$ cat src/rtl/fk_sample_scheduler.sv
// Omni-wheel FK sample scheduler: periodic tick, velocity snapshot,
// FK launch/wait with timeout, and valid/ready result publishing.
module fk_sample_scheduler #(
  parameter int PERIOD_W = 16,
  parameter int TIMEOUT  = 64,
  parameter int CNT_W    = 8
) (
  input  logic                clk,
  input  logic                rst,
  input  logic                enable,
  input  logic [PERIOD_W-1:0] period,
  input  logic                clr_stats,
  input  logic signed [15:0]  v1_in,
  input  logic signed [15:0]  v2_in,
  input  logic signed [15:0]  v3_in,
  output logic                fk_start,
  output logic signed [15:0]  fk_v1,
  output logic signed [15:0]  fk_v2,
  output logic signed [15:0]  fk_v3,
  input  logic signed [31:0]  fk_vx,
  input  logic signed [31:0]  fk_vy,
  input  logic signed [31:0]  fk_omega,
  input  logic                fk_done,
  output logic signed [31:0]  out_vx,
  output logic signed [31:0]  out_vy,
  output logic signed [31:0]  out_omega,
  output logic                out_valid,
  input  logic                out_ready,
  output logic                busy,
  output logic [CNT_W-1:0]    overrun_cnt,
  output logic [CNT_W-1:0]    drop_cnt,
  output logic                timeout_err
);

  localparam int TW = $clog2(TIMEOUT);
  localparam logic [TW-1:0] TLAST = TW'(TIMEOUT - 1);
  localparam logic [CNT_W-1:0] CMAX = '1;

  typedef enum logic [1:0] {
    S_IDLE,
    S_LAUNCH,
    S_WAIT
  } state_t;

  state_t state, state_nx;

  logic [PERIOD_W-1:0] cnt;
  logic [PERIOD_W-1:0] pm1;
  logic [TW-1:0]       timer;
  logic                tick;
  logic                done_hit;
  logic                to_hit;
  logic                xfer;

  // A shrunk period leaves cnt past the new end; >= forces a prompt wrap.
  assign pm1  = (period == '0) ? '0 : period - 1'b1;
  assign tick = enable && (cnt >= pm1);
  assign xfer = out_valid && out_ready;

  assign fk_start = (state == S_LAUNCH);
  assign busy     = (state != S_IDLE);

  // Period counter: free-runs while enabled, wraps on tick.
  always_ff @(posedge clk or posedge rst) begin
    if (rst) begin
      cnt <= '0;
    end else if (!enable || tick) begin
      cnt <= '0;
    end else begin
      cnt <= cnt + 1'b1;
    end
  end

  // State register.
  always_ff @(posedge clk or posedge rst) begin
    if (rst) begin
      state <= S_IDLE;
    end else begin
      state <= state_nx;
    end
  end

  // Next state; done on the last timer cycle beats the timeout.
  always_comb begin
    state_nx = state;
    done_hit = 1'b0;
    to_hit   = 1'b0;
    unique case (state)
      S_IDLE: begin
        if (tick) state_nx = S_LAUNCH;
      end
      S_LAUNCH: begin
        state_nx = S_WAIT;
      end
      S_WAIT: begin
        if (fk_done) begin
          done_hit = 1'b1;
          state_nx = S_IDLE;
        end else if (timer == TLAST) begin
          to_hit   = 1'b1;
          state_nx = S_IDLE;
        end
      end
      default: state_nx = S_IDLE;
    endcase
  end

  // Wait timer: cleared on launch, counts WAIT cycles.
  always_ff @(posedge clk or posedge rst) begin
    if (rst) begin
      timer <= '0;
    end else if (state == S_LAUNCH) begin
      timer <= '0;
    end else if (state == S_WAIT) begin
      timer <= timer + 1'b1;
    end
  end

  // Velocity snapshot, held until the next accepted tick.
  always_ff @(posedge clk or posedge rst) begin
    if (rst) begin
      fk_v1 <= '0;
      fk_v2 <= '0;
      fk_v3 <= '0;
    end else if (state == S_IDLE && tick) begin
      fk_v1 <= v1_in;
      fk_v2 <= v2_in;
      fk_v3 <= v3_in;
    end
  end

  // Result register and valid flag; newest result always wins.
  always_ff @(posedge clk or posedge rst) begin
    if (rst) begin
      out_vx    <= '0;
      out_vy    <= '0;
      out_omega <= '0;
      out_valid <= 1'b0;
    end else if (done_hit) begin
      out_vx    <= fk_vx;
      out_vy    <= fk_vy;
      out_omega <= fk_omega;
      out_valid <= 1'b1;
    end else if (xfer) begin
      out_valid <= 1'b0;
    end
  end

  // Statistics: saturating counters and sticky timeout, clear wins.
  always_ff @(posedge clk or posedge rst) begin
    if (rst) begin
      overrun_cnt <= '0;
      drop_cnt    <= '0;
      timeout_err <= 1'b0;
    end else if (clr_stats) begin
      overrun_cnt <= '0;
      drop_cnt    <= '0;
      timeout_err <= 1'b0;
    end else begin
      if (tick && busy && overrun_cnt != CMAX)
        overrun_cnt <= overrun_cnt + 1'b1;
      if (done_hit && out_valid && !out_ready && drop_cnt != CMAX)
        drop_cnt <= drop_cnt + 1'b1;
      if (to_hit)
        timeout_err <= 1'b1;
    end
  end

endmodule

$ cat config.mk
export PLATFORM = sky130hd
export DESIGN_NAME = fk_sample_scheduler
export DESIGN_NICKNAME = d
export VERILOG_FILES = /design/src/rtl/fk_sample_scheduler.sv
export SDC_FILE = /design/constraint.sdc
export NUM_CORES = 1
export LEC_CHECK = 0
export CAP_MARGIN = 20
export CORE_MARGIN = 2
export CORE_UTILIZATION = 47
export DETAILED_ROUTE_END_ITERATION = 8
export MAX_ROUTING_LAYER = met4
export PLACE_DENSITY = 0.95
export SLEW_MARGIN = 20
export SYNTH_ARGS = -nofsm -noshare
export SYNTH_HDL_FRONTEND = slang
export SYNTH_SLANG_ARGS = --single-unit
$ cat constraint.sdc
create_clock -name clk -period 21.3 [get_ports clk]
set_input_delay 5.325 -clock clk [delete_from_list [all_inputs] [get_ports clk]]
set_output_delay 5.325 -clock clk [all_outputs]
set_load 0.01 [all_outputs]
==> flow_summary.json <==
{
  "async_reset_ff_frac": 1.00,
  "worstSetupPathType": "in2reg",
  "slew_viol_final": 0,
  "dp_cells": 1148,
  "core_um2": 17200,
  "final_common_cell": "clkdlybuf4s50_1",
  "die_x_um": 136,
  "place_congestion": 0.815,
  "r2r_cells": 8,
  "synthesis.area_um2": 8170,
  "min_path_cells": 1,
  "synth_nets": 804,
  "fin_crit_ns": 9.14,
  "ios": 330,
  "cts_setup_buffers": 0,
  "ys.flop_type": "dfrtp_1",
  "crit-reg2reg-launch": "cnt[13]",
  "avgSynthCellArea_um2": 13.4,
  "path_clk_slew_ns": 0.06,
  "viasPerCell": 5.15,
  "crit_path_start_kind": "input pin",
  "drtPass1Iterations": 4,
  "synth_edf_count": 0,
  "layout_common_cells": "329 x clkdlybuf4s50_1, 186 x dfrtp_1, 120 x mux2_2",
  "min_period_over_period": 0.429,
  "post-place-ws_ns": 11.72,
  "holdWs_ns": 0.498,
  "status": "complete, no violations",
  "grt_pass1_vias": 6208,
  "min_from": "fk_v1[11]",
  "drive_gt1_frac": 0.195,
  "crit_path_end_kind": "flop",
  "final_cells": 1186,
  "cts_tree": "built",
  "rrSetupSlack_ns": 18.42,
  "tns_ns": 0,
  "wl_mm": 22.6,
  "grt_pass1_wl_mm": 33.7,
  "grt.total_usage": 0.249,
  "portBuffers": 329,
  "ir_drop_v": 0.0000721,
  "grt_overflow": 0,
  "hold_violations": 0,
  "ys_types": 47,
  "postCtsHoldBufs": 0,
  "grt_max_degree": 116,
  "ant_nets": 0,
  "htree_levels": 4,
  "leakagePower_uw": 0.00532,
  "nets": 1134,
  "regArea_um2": 4650,
  "cts_made_buffers": 17,
  "hold_path_class": "reg2reg",
  "fin_skew_ns": 0.0107,
  "max-slew-margin-rel": 0.281,
  "worst_pin_slew_ns": 1.08,
  "rsz0062_at_grt": "no",
  "cts_resized": 0,
  "required_ns": 21.60,
  "start_util": 0.476,
  "syn_to_final_growth_pct": 50.3,
  "setup_viol": 0,
  "chipHeight_um": 136,
  "ys_warn_count": 0,
  "dp_hpwl_mm": 17.5,
  "syn_inst": 612,
  "post-route-drc-count": 0,
  "numClockSinks": 186,
  "worstSetupStartpoint": "period[3]",
  "max_freq_ghz": 0.109,
  "ctsRootBufferMaster": "clkbuf_16",
  "p_per_area_nw_per_um2": 109,
  "min_to": "fk_v1[11]",
  "yosysSeqAreaShare": 0.570,
  "num_rows": 48,
  "setup_ws_ns": 12.16,
  "drt_iter0_markers": 239,
  "yosys_register_bits": 186,
  "fp.dieArea_um2": 18500,
  "antenna_found_initial": 6,
  "vias": 6112,
  "clock_latency_ns": 0.43,
  "crit_arrival_ns": 9.44,
  "nFillCells": 1115,
  "max_cap_viol_count": 0,
  "multi_input_area_um2": 3380,
  "wl_per_cell_um": 19.1,
  "final_util": 0.715,
  "cts_buffer_depth": 2,
  "r2r_end": "fk_v2[5]",
  "path_max_fanout": 48
}
[power breakdown]
part | switching (uW) | internal [uW]
Combinational | 195 | 311
Sequential | 57.8 | 463
Clock | 145 | 169
Total | 398 | 943
[cells in the mapped netlist (6+ instances only)]
cell      count  area share
nand2_1      39       0.018
mux2_4       20       0.037
clkbuf_1     14      0.0064
xnor2_1      17       0.018
o21ai_0      13      0.0080
dfrtp_1     186        0.57
nor2_1       35       0.016
nand4_1       7      0.0054
inv_1        10      0.0046
nand3_1      14      0.0086
mux2_2      120        0.17
and3_1       10      0.0077
a21oi_1      17       0.010
nand2b_1      7      0.0054
ha_1         26       0.040
or3_1         6      0.0046
nor3_1        7      0.0043
xor2_1       18       0.019
mux2_1        6      0.0083
[worst max-delay path: stages]
cell             delay, ns
clkdlybuf4s50_1       0.45
nor4_1                0.59
nand4_1               0.56
and2_1                0.36
ha_1                  0.26
nand2b_1              0.15
a2111oi_2             0.47
nor4b_4               0.12
o31ai_4               0.33
nor2_4                0.04
buf_4                 0.34
mux2_1                0.41
[flip-flops by register name (all words and copies together), names as in the netlist]
name / count
fk_v3: 16
timer: 6
out_valid: 1
out_omega: 32
timeout_err: 1
out_vy: 32
cnt: 16
fk_v2: 16
state: 2
out_vx: 32
drop_cnt: 8
overrun_cnt: 8
fk_v1: 16
[final cells by class]
cell class,count,area share
multi-input combinational,395,0.275
tap,225,0.0229
timing repair buffer,332,0.270
clock inverter,14,0.0124
sequential,186,0.379
inverter,10,0.00367
antenna,6,0.00122
clock buffer,18,0.0358
[logic make-up after synthesis]
| kind of cell | synth area share |
|---|---|
| flops | 0.570 |
| mux | 0.212 |
| simple gates | 0.0891 |
| compound gates | 0.0338 |
| xor+xnor | 0.0375 |
| buf+inv | 0.0187 |
| fa+ha+maj | 0.0398 |
[per-layer routing]
layer  vias up  routed length, um  GRT usage
met5         -                  0          -
met4         0                842      0.127
met3        47               1330     0.0630
met2       207              12000      0.427
met1      3033               8460      0.268
li1       2825                  -          -
[metrics by stage]
stage	instance area, um2	power, uW
floorplan	8170	734
global route	12300	1400
CTS	12300	1350
finish	12300	1340
global placement	11700	1010
detailed placement	11700	1040
[how the worst max path moves through the flow]
stage,endpoint,cells past startpoint
2_1_floorplan,cnt[0],1
3_3_place_gp,fk_v1[9],12
3_5_place_dp,cnt[12],11
4_1_cts,cnt[5],11
5_1_grt,cnt[10],11
6_report,fk_v1[9],12
Power figures use the tool's default switching activity.
